**config.mk**
```make
export PLATFORM = sky130hd
export DESIGN_NAME = uart_recv
export DESIGN_NICKNAME = d
export VERILOG_FILES = /design/src/rtl/uart_recv.sv
export SDC_FILE = /design/constraint.sdc
export NUM_CORES = 1
export LEC_CHECK = 0
export ABC_CLOCK_PERIOD_IN_PS = 1600
export BUFFER_PORTS_ARGS = -buffer_cell sky130_fd_sc_hd__clkbuf_2
export CAP_MARGIN = 40
export CORE_MARGIN = 5
export CORE_UTILIZATION = 37
export CTS_CLUSTER_SIZE = 28
export DETAILED_ROUTE_END_ITERATION = 6
export GPL_ROUTABILITY_DRIVEN = 0
export PLACE_DENSITY = 0.56
export SLEW_MARGIN = 20
export SYNTH_ARGS = -nofsm -noshare
export SYNTH_HDL_FRONTEND = slang
export SYNTH_SLANG_ARGS = --single-unit
```
**constraint.sdc**
```tcl
create_clock -name clk -period 1.6 [get_ports clk]
set_input_delay 0.4 -clock clk [delete_from_list [all_inputs] [get_ports clk]]
set_output_delay 0.4 -clock clk [all_outputs]
set_load 0.01 [all_outputs]
```
**src/rtl/uart_recv.sv**
```systemverilog
`default_nettype none
// ============================================================================
// Module   : uart_recv
// Purpose  : 8N1 UART receiver with mid-bit sampling, 2-flop input
//            synchronizer and one-cycle data/frame-error pulses.
//            Optional stop-bit checking: define UART_RECV_FRAME_CHECK_EN.
// Revision : 1.0 - initial release
// ============================================================================
module uart_recv #(
    parameter int CLK  = 50000000,
    parameter int BAUD = 115200
) (
    input  logic       clk,
    input  logic       rstn,
    input  logic       UART_rx,
    output logic [7:0] data_out,
    output logic       flag_out,
    output logic       frame_err,
    output logic       busy
);

    localparam int c_bit_cnt  = CLK / BAUD;
    localparam int c_half_cnt = c_bit_cnt / 2;
    localparam int c_cw       = $clog2(c_bit_cnt);
    localparam logic [c_cw-1:0] c_bit_last  = c_cw'(c_bit_cnt - 1);
    localparam logic [c_cw-1:0] c_half_last = c_cw'(c_half_cnt - 1);

    typedef enum logic [1:0] {
        S_IDLE  = 2'd0,
        S_START = 2'd1,
        S_DATA  = 2'd2,
        S_STOP  = 2'd3
    } state_t;

    state_t            r_state, w_state_nxt;
    logic [c_cw-1:0]   r_cnt, w_cnt_nxt;
    logic [2:0]        r_idx, w_idx_nxt;
    logic [7:0]        r_shift, w_shift_nxt;
    logic [7:0]        r_data, w_data_nxt;
    logic              r_flag, w_flag_nxt;
    logic              r_sync1, r_sync2, r_prev;
    logic              w_fall;

    assign w_fall   = r_prev & ~r_sync2;
    assign data_out = r_data;
    assign flag_out = r_flag;
    assign busy     = (r_state != S_IDLE);

`ifdef UART_RECV_FRAME_CHECK_EN
    logic r_ferr, w_ferr_nxt;
    assign frame_err = r_ferr;
`else
    assign frame_err = 1'b0;
`endif

    always_ff @(posedge clk or negedge rstn) begin
        if (!rstn) begin
            r_sync1 <= 1'b1;
            r_sync2 <= 1'b1;
            r_prev  <= 1'b1;
            r_state <= S_IDLE;
            r_cnt   <= '0;
            r_idx   <= '0;
            r_shift <= '0;
            r_data  <= 8'h00;
            r_flag  <= 1'b0;
`ifdef UART_RECV_FRAME_CHECK_EN
            r_ferr  <= 1'b0;
`endif
        end else begin
            r_sync1 <= UART_rx;
            r_sync2 <= r_sync1;
            r_prev  <= r_sync2;
            r_state <= w_state_nxt;
            r_cnt   <= w_cnt_nxt;
            r_idx   <= w_idx_nxt;
            r_shift <= w_shift_nxt;
            r_data  <= w_data_nxt;
            r_flag  <= w_flag_nxt;
`ifdef UART_RECV_FRAME_CHECK_EN
            r_ferr  <= w_ferr_nxt;
`endif
        end
    end

    always_comb begin
        w_state_nxt = r_state;
        w_cnt_nxt   = r_cnt;
        w_idx_nxt   = r_idx;
        w_shift_nxt = r_shift;
        w_data_nxt  = r_data;
        w_flag_nxt  = 1'b0;
`ifdef UART_RECV_FRAME_CHECK_EN
        w_ferr_nxt  = 1'b0;
`endif
        case (r_state)
            S_IDLE: begin
                if (w_fall) begin
                    w_state_nxt = S_START;
                    w_cnt_nxt   = '0;
                end
            end
            S_START: begin
                if (r_cnt == c_half_last) begin
                    w_cnt_nxt = '0;
                    w_idx_nxt = '0;
                    // A line already back high at mid-start is a glitch
                    w_state_nxt = r_sync2 ? S_IDLE : S_DATA;
                end else begin
                    w_cnt_nxt = r_cnt + 1'b1;
                end
            end
            S_DATA: begin
                if (r_cnt == c_bit_last) begin
                    w_cnt_nxt            = '0;
                    w_shift_nxt[r_idx]   = r_sync2;
                    if (r_idx == 3'd7) begin
                        w_state_nxt = S_STOP;
                    end else begin
                        w_idx_nxt = r_idx + 3'd1;
                    end
                end else begin
                    w_cnt_nxt = r_cnt + 1'b1;
                end
            end
            S_STOP: begin
                // Returning to IDLE at mid-stop re-arms for a gapless next start
                if (r_cnt == c_bit_last) begin
                    w_cnt_nxt   = '0;
                    w_state_nxt = S_IDLE;
`ifdef UART_RECV_FRAME_CHECK_EN
                    if (r_sync2) begin
                        w_data_nxt = r_shift;
                        w_flag_nxt = 1'b1;
                    end else begin
                        w_ferr_nxt = 1'b1;
                    end
`else
                    w_data_nxt = r_shift;
                    w_flag_nxt = 1'b1;
`endif
                end else begin
                    w_cnt_nxt = r_cnt + 1'b1;
                end
            end
            default: begin
                w_state_nxt = S_IDLE;
                w_cnt_nxt   = '0;
            end
        endcase
    end

endmodule
`default_nettype wire

```
-- Yosys cells after proc, flatten, opt, wreduce, memory -nomap -nowiden
Cells that the tools add are included.
- add/sub/neg operators: 2
- magnitude comparators: 2
- eq/ne operators: 12
- multiplexer cells: 20
- bitwise operators: 2
- reductions and logical operators: 9
- operators with widths (operator ; number):
    9-bit 2-to-1 mux ; 3
    9-bit one-hot mux with 3 select lines ; 1
    2-bit 2-to-1 mux ; 6
    2-bit != test, second input constant ; 6
    9-bit by 1-bit adder with 9-bit output, second input constant ; 1
    9-bit by 8-bit == test with 1-bit output, second input constant ; 1
    9-bit == test, second input constant ; 1
    3-bit 2-to-1 mux ; 3
    8-bit bitwise mux ; 1
    2-bit one-hot mux with 4 select lines ; 1
    3-bit one-hot mux with 2 select lines ; 1
    5-bit AND reduction ; 1
    2-bit == test, second input constant ; 2
    3-bit by 4-bit less-than comparator with 1-bit output, second input constant ; 1
    2-bit AND reduction ; 2
    4-bit AND reduction ; 1
    2-bit nonzero test ; 2
    3-bit by 1-bit adder with 3-bit output, second input constant ; 1
    1-bit demux with 3-bit select ; 1
    3-bit == test, second input constant ; 1
    3-bit by 1-bit >= comparator with 1-bit output, second input constant ; 1
    1-bit 2-to-1 mux ; 3
    2-bit by 1-bit == test with 1-bit output, second input constant ; 1
    2-bit logical NOT ; 1
    other kinds (4) ; 4
- bits in registers: 34
- input port bits: 3
- output and inout bits: 11
- logic and storage cells: 56

-- Logic depth before layout (Yosys ltp)
Gate-level depths: netlist of run 1.
- depth after elaboration: 5
- mapped depth: 7
- mapped depth without buffers: 6

-- Worst setup path after synthesis of run 1
Ideal clock, no wire load.
- path type: flip-flop to flip-flop
- start: reg r_cnt[0]
- end: reg r_data[0], in the netlist data_out[0]
- setup time: 0.125 ns
- data arrival time: 1.562 ns
- required time: 1.475 ns
- path slack: -0.087 ns
- stages on the path, launching flop included: 7
- path buffers: 1
- cell sequence: dfrtp_1 > ha_1 > and4b_1 > and3_1 > buf_6 > nand2_4 > mux2_4
- longest elaborated chain between the ends: 2
- ends and longest elaborated chain (element ; RTL line ; RTL):
    from (decl) ; 36 ; logic [c_cw-1:0] r_cnt, w_cnt_nxt;
    from (signal assigned) ; 75 ; r_cnt <= w_cnt_nxt;
    9-bit == test ; 128 ; if (r_cnt == c_bit_last) begin
    2-bit AND reduction (no source line) ; - ;
    to (signal assigned) ; 78 ; r_data <= w_data_nxt;
    to (decl) ; 39 ; logic [7:0] r_data, w_data_nxt;
Every way passes these cells.
A chain may end at the register's enable or synchronous reset.

-- Worst setup path after layout of run 1
Same ends and word-level chain as after synthesis.

==> flow_summary_export.csv, run 1 <==
group,metric,value,unit
timing,period_minus_slack,1.67,ns
timing,finalCritPeriodShare,1.05,
die,core_area,4380,um2
clock_tree,ctsLongestPathBuffers,2,
timing,hold_viol_final,0,
timing,slew_violations,0,
clock_tree,root_buffer,"clkbuf_8",
drt,detailroute.wirelength.met2,1.86,mm
setup_path,cp-end-kind,"flip-flop",
setup_path,cp_data_required_time,1.76,ns
setup_path,critical-path-top-delay-family,"simple AND/OR/NAND/NOR gates",
logic_synthesis,ys_warn_count,0,
global_routing,grt-ovfl-total,0,
final_layout,antennaDiodeCount,0,
drt,drcViolationCount,0,
global_routing,grt_antenna_before_repair,0,
die,start_util,0.384,
pwr,p_clk_frac,0.309,
setup_path,critPathSlowestCell,"dfrtp_1",
pwr,switching_power,699,uW
timing,rsz0062_at_grt,"yes",
die,die_h,77.4,um
logic_synthesis,synth_top_cell_area_share,0.461,
drt,routedWlPerCell,14.9,um
worst_hold_path,hold_path_class,"primary input to asynchronous set/reset pin",
status,violations,"negative setup slack",
run,drv_cap,0,
final_layout,seq_area,856,um2
clock_tree,clk_pin_slew_worst_paths,0.07,ns
setup_path,r2r_slack,-0.07,ns
setup_path,cp-startpoint,"r_cnt[0]$_DFFE_PN0P_",
global_routing,track_usage,0.131,
setup_path,path_max_fanout,10,
drt,topRoutingLayerUsed,"met4",
drt,drt_iter0_markers,59,
clock_tree,cts.htree.levels,2,
drt,drt_pass1_iterations,5,
setup_path,r2r-end,"data_out[0]$_DFFE_PN0P_",
logic_synthesis,synth_area,1680,um2
pwr,sw_frac_of_total,0.283,
pwr,leakage,1.09,nW
pwr,pwr-share-seq,0.415,
drt,viasPerCell,5.18,
placement,place_area,1980,um2
placement,io_buffers,12,
setup_path,worst_r2r_path_depth,6,
clock_tree,cts_tree,"built",
clock_tree,clk_latency,0.28,ns
logic_synthesis,synth-seq-area-share,0.508,
logic_synthesis,yosysTopAreaCell,"dfrtp_1",
die,io_pins,14,
setup_path,cp-start-kind,"flip-flop",
drt,wl_met1,1.60,mm
die,fp.dieArea,5990,um2
setup_path,crit_type,"flip-flop to flip-flop",
timing,fmax,598,MHz
logic_synthesis,syn_nets,158,
drt,ant_nets,0,
pwr,p_int,1.77,mW
final_layout,nNetsFinal,199,
final_layout,final_cell_mix,"30 x dfrtp_1, 23 x buf_4, 19 x nand2_1",
setup_path,reg2reg_from,"r_cnt[0]$_DFFE_PN0P_",
logic_synthesis,syn_avg_cell_area,11.2,um2
global_routing,grt_pass1_vias,1360,
global_routing,grt_pass1_wl,6.31,mm
placement,hpwl,2.49,mm
setup_path,worst_ep_arrival_time,1.84,ns
setup_path,path_cells,"ha_1, and4b_1, and3_4, buf_12, nand2_8, mux2_4",
status,status,"complete, but fails checks",
logic_synthesis,ys_seq_elements,34,
timing,skew,0.00981,ns
global_routing,grt_max_degree,19,
setup_path,crit_buf_inv,1,
final_layout,final_common_cell,"dfrtp_1",
placement,dp_slack,-0.100,ns
pwr,p_comb_frac,0.276,
timing,tns,-1.09,ns
pwr,ir_drop,740,uV
logic_synthesis,synth_cell_types,41,
drt,detail_route.wirelength,3.64,mm
final_layout,fill_cells,410,
drt,met3_length,137,um
final_layout,drive_gt1_frac,0.406,
final_layout,fin_area,2210,um2
final_layout,multi_input_area,855,um2
logic_synthesis,synthCells,150,
clock_tree,cts_buffers,5,
pwr,power.density,1110,nW/um2
drt,num_vias,1264,
logic_synthesis,synthTopCellsByArea,"dfrtp_1 46%, mux2_4 7.1%, mux2_1 5.4%, dfstp_2 4.7%, nand2_1 4.2%",
timing,setup_ws,-0.0732,ns
final_layout,syn_to_final_growth,31.7,%
clock_tree,cts_sinks,34,
die,row_count,24,
die,die_w,77.4,um
timing,setup-violations-final,23,
setup_path,crit_path_max_incr_delay,0.41,ns
[per-layer routing]
metal  vias up  track usage
met5         -            0
met2        23        0.221
met1       612        0.157
met3         5       0.0347
met4         0       0.0533
li1        624            -
[cells in the mapped netlist, drive strengths merged]
| cell type | instances |
|---|---|
| xor2 | 2 |
| o22ai | 7 |
| nand2b | 1 |
| and4b | 2 |
| o21a | 2 |
| dfrtp | 31 |
| o31ai | 1 |
| ha | 5 |
| nor4b | 1 |
| a21oi | 7 |
| nand4 | 2 |
| buf | 4 |
| nor3 | 3 |
| and4bb | 1 |
| clkbuf | 2 |
| inv | 7 |
| conb | 1 |
| or2 | 1 |
| mux2 | 16 |
| o21ai | 4 |
| a211oi | 1 |
| and3 | 1 |
| nand2 | 20 |
| nor4 | 2 |
| and4 | 1 |
| nand4b | 4 |
| o31a | 2 |
| nor2 | 4 |
| a41oi | 1 |
| nand3 | 4 |
| nor2b | 3 |
| a31oi | 2 |
| mux2i | 2 |
| dfstp | 3 |
[through the flow]
step	total power, mW	hold WS [ns]	utilization	std cells
after global placement	1.60	0.346	0.451	231
after global routing	2.62	0.0792	0.505	244
after detailed placement	1.62	0.349	0.451	231
after CTS	2.45	0.0660	0.493	244
after floorplan	1.33	0.104	-	150
final	2.47	0.0566	0.505	244
[sequential cells by signal, summed over array words and instances (netlist names), named ones only]
| register | count |
|---|---|
| data_out | 8 |
| flag_out | 1 |
| r_cnt | 9 |
| r_idx | 3 |
| r_prev | 1 |
| r_shift | 8 |
| r_state | 1 |
| r_sync1 | 1 |
| r_sync2 | 1 |
[worst register-to-register path: stages (launching register included)]
cell and delay, ns:
dfrtp_1 0.41, ha_1 0.20, and4b_1 0.22, and3_4 0.16
buf_12 0.14, nand2_8 0.12, mux2_4 0.32
[power groups by stage]
stage | logic, mW | registers [mW] | clock network, mW
2_1_floorplan | 0.277 | 1.05 | 0
3_3_place_gp | 0.568 | 1.04 | 0
3_5_place_dp | 0.583 | 1.04 | 0
4_1_cts | 0.644 | 1.02 | 0.784
5_1_grt | 0.751 | 1.04 | 0.829
6_report | 0.679 | 1.02 | 0.762
[cells by family (layout without fill, tap and decap cells)]
group	Yosys count	in the layout	share of synthesized area
AOI/OAI and AO/OA	27	27	0.102
xor gates and xnor gates	2	2	0.0104
adders and majority gates	5	5	0.0372
buffers and inverters	13	55	0.0365
DFF	34	34	0.508
muxes	18	18	0.137
other	1	1	0.00223
and+or+nand+nor	50	50	0.167
[area by class of cell]
type | count | area share
Inverter | 7 | 0.0119
Clock buffer | 7 | 0.0345
Sequential cell | 34 | 0.386
Timing Repair Buffer | 40 | 0.138
Tap cell | 52 | 0.0294
Clock inverter | 1 | 0.0136
Multi-Input combinational cell | 103 | 0.386
[worst max-delay path by stage]
stage / slack [ns] / depth (start not counted) / to
after floorplan: -0.06 / 6 / r_shift[2]$_DFFE_PN0P_
after global placement: -0.08 / 6 / data_out[1]$_DFFE_PN0P_
after detailed placement: -0.10 / 6 / data_out[0]$_DFFE_PN0P_
after CTS: -0.08 / 6 / data_out[0]$_DFFE_PN0P_
after global routing: -0.17 / 7 / r_shift[2]$_DFFE_PN0P_
final: -0.07 / 6 / data_out[0]$_DFFE_PN0P_
[repair_timing]
action,CTS,global route
endpoints found under the hold margin,0,0
hold buffers,0,0
pin swaps,3,8
buffers inserted,5,0
gates resized for setup,11,14
setup endpoints to repair,25,30
gates cloned,0,0
No activity file was read; power rests on OpenSTA's default activity.
==> run 2, diff against run 1 <==
RECOVER_POWER = 25   (was unset)
SKIP_CTS_REPAIR_TIMING = 1   (was unset)
==> flow_summary_export.csv, run 2 (same netlist as run 1, synthesis figures left out) <==
group,metric,value,unit
timing,rsz0062_at_grt,"yes",
pwr,p_clk_frac,0.315,
setup_path,cp_data_required_time,1.76,ns
global_routing,grt_antenna_before_repair,0,
timing,finalCritPeriodShare,1.05,
pwr,ir_drop,723,uV
worst_hold_path,hold_path_class,"primary input to flip-flop",
pwr,power.total,2.42,mW
run,drv_cap,0,
placement,io_buffers,12,
global_routing,grt-ovfl-total,0,
die,core_area,4380,um2
drt,num_vias,1253,
final_layout,regMostFlops,"r_cnt",
global_routing,grt_max_degree,19,
drt,drt_iter0_markers,62,
clock_tree,ctsLongestPathBuffers,2,
clock_tree,cts_sinks,34,
global_routing,grt_pass1_wl,6.09,mm
die,fp.dieArea,5990,um2
status,violations,"negative setup slack",
setup_path,cp-end-kind,"flip-flop",
pwr,pwr-share-seq,0.423,
pwr,switching_power,690,uW
final_layout,utilization,0.495,
clock_tree,clk_latency,0.28,ns
die,io_pins,14,
setup_path,path_max_fanout,10,
drt,detail_route.wirelength,3.50,mm
setup_path,cp-start-kind,"flip-flop",
placement,dpl.cell_count,231,
timing,fmax,596,MHz
final_layout,final_common_cell,"dfrtp_1",
pwr,power.density,1120,nW/um2
clock_tree,cts_buffers,5,
pwr,p_comb_frac,0.262,
final_layout,post_layout_nonfiller_instances,242,
die,die_w,77.4,um
timing,setup_ws,-0.0775,ns
clock_tree,cts_tree,"built",
timing,timing.hold.ws,0.196,ns
global_routing,track_usage,0.126,
final_layout,drive_gt1_frac,0.368,
setup_path,crit_type,"flip-flop to flip-flop",
global_routing,grt_pass1_vias,1320,
setup_path,worst_ep_arrival_time,1.84,ns
timing,period_minus_slack,1.68,ns
final_layout,syn_to_final_growth,29.2,%
drt,viasPerCell,5.18,
die,die_h,77.4,um
status,status,"complete, but fails checks",
final_layout,largest_reg_flops,9,
drt,drt_pass1_iterations,4,
timing,slew_violations,0,
timing,relSlewSlack,0.334,
die,row_count,24,
final_layout,antennaDiodeCount,0,
final_layout,nNetsFinal,197,
timing,setup-violations-final,16,
clock_tree,root_buffer,"clkbuf_8",
drt,ant_nets,0,
final_layout,final_cell_mix,"29 x dfrtp_1, 22 x buf_4, 19 x nand2_1",
pwr,leakage,1.07,nW
clock_tree,clk_pin_slew_worst_paths,0.07,ns
pwr,p_int,1.73,mW
drt,routedWlPerCell,14.5,um
drt,drcViolationCount,0,
timing,tightest_slew,0.999,ns
die,start_util,0.384,
placement,hpwl,2.49,mm
timing,skew,0.00694,ns
clock_tree,cts.htree.levels,2,
timing,hold_viol_final,0,
pwr,sw_frac_of_total,0.285,
==> run 2: power by group through the flow <==
stage          clock network, mW  logic (mW)  registers [mW]
2_1_floorplan                  0       0.277            1.05
4_1_cts                    0.784       0.586            1.02
3_5_place_dp                   0       0.583            1.04
6_report                   0.763       0.635            1.03
3_3_place_gp                   0       0.568            1.04
5_1_grt                    0.831       0.694            1.04
==> run 2: final timing paths <==
path                                      endpoint  slack (ns)                  from  cells past startpoint
min in group asynchronous  data_out[2]$_DFFE_PN0P_        0.26                  rstn                      1
max                         r_shift[7]$_DFFE_PN0P_       -0.08  r_cnt[1]$_DFFE_PN0P_                      7
min reg2reg                      r_sync2$_DFF_PN1_        0.36     r_sync1$_DFF_PN1_                      0
max in group asynchronous        r_sync1$_DFF_PN1_        0.63                  rstn                      2
min                              r_sync1$_DFF_PN1_        0.20               UART_rx                      1
max reg2reg                 r_shift[7]$_DFFE_PN0P_       -0.08  r_cnt[1]$_DFFE_PN0P_                      7
==> run 2: final cells by class <==
cell class,count,area [um2]
Fill cell,410,2210
Clock buffer,7,76.3
Timing Repair Buffer,38,287
Tap cell,52,65.1
Sequential cell,34,857
Clock inverter,1,30.0
Multi-Input combinational cell,103,831
Inverter,7,26.3
==> run 2: metal layers <==
layer	part of all wire	wire length (um)	global-route usage	vias up
li1	-	-	-	622
met1	0.45	1590	0.153	606
met2	0.50	1760	0.210	21
met3	0.033	115	0.0347	4
met4	0.0094	33	0.0533	0
met5	0	0	0	-
==> run 2: stage by stage <==
step | setup WS (ns) | TNS [ns] | instance area [um2]
2_1_floorplan | -0.0583 | -0.816 | 1690
4_1_cts | -0.114 | -1.83 | 2080
6_report | -0.0775 | -0.831 | 2170
5_1_grt | -0.168 | -2.54 | 2170
3_5_place_dp | -0.100 | -1.39 | 1980
3_3_place_gp | -0.0764 | -1.05 | 1980
==> run 2: worst max-delay path, stage by stage, from the launching register on <==
cell,delay [ns]
dfrtp_1,0.39
inv_2,0.07
ha_1,0.13
and4b_1,0.21
and3_4,0.19
buf_12,0.13
nand4_1,0.10
mux2_1,0.33
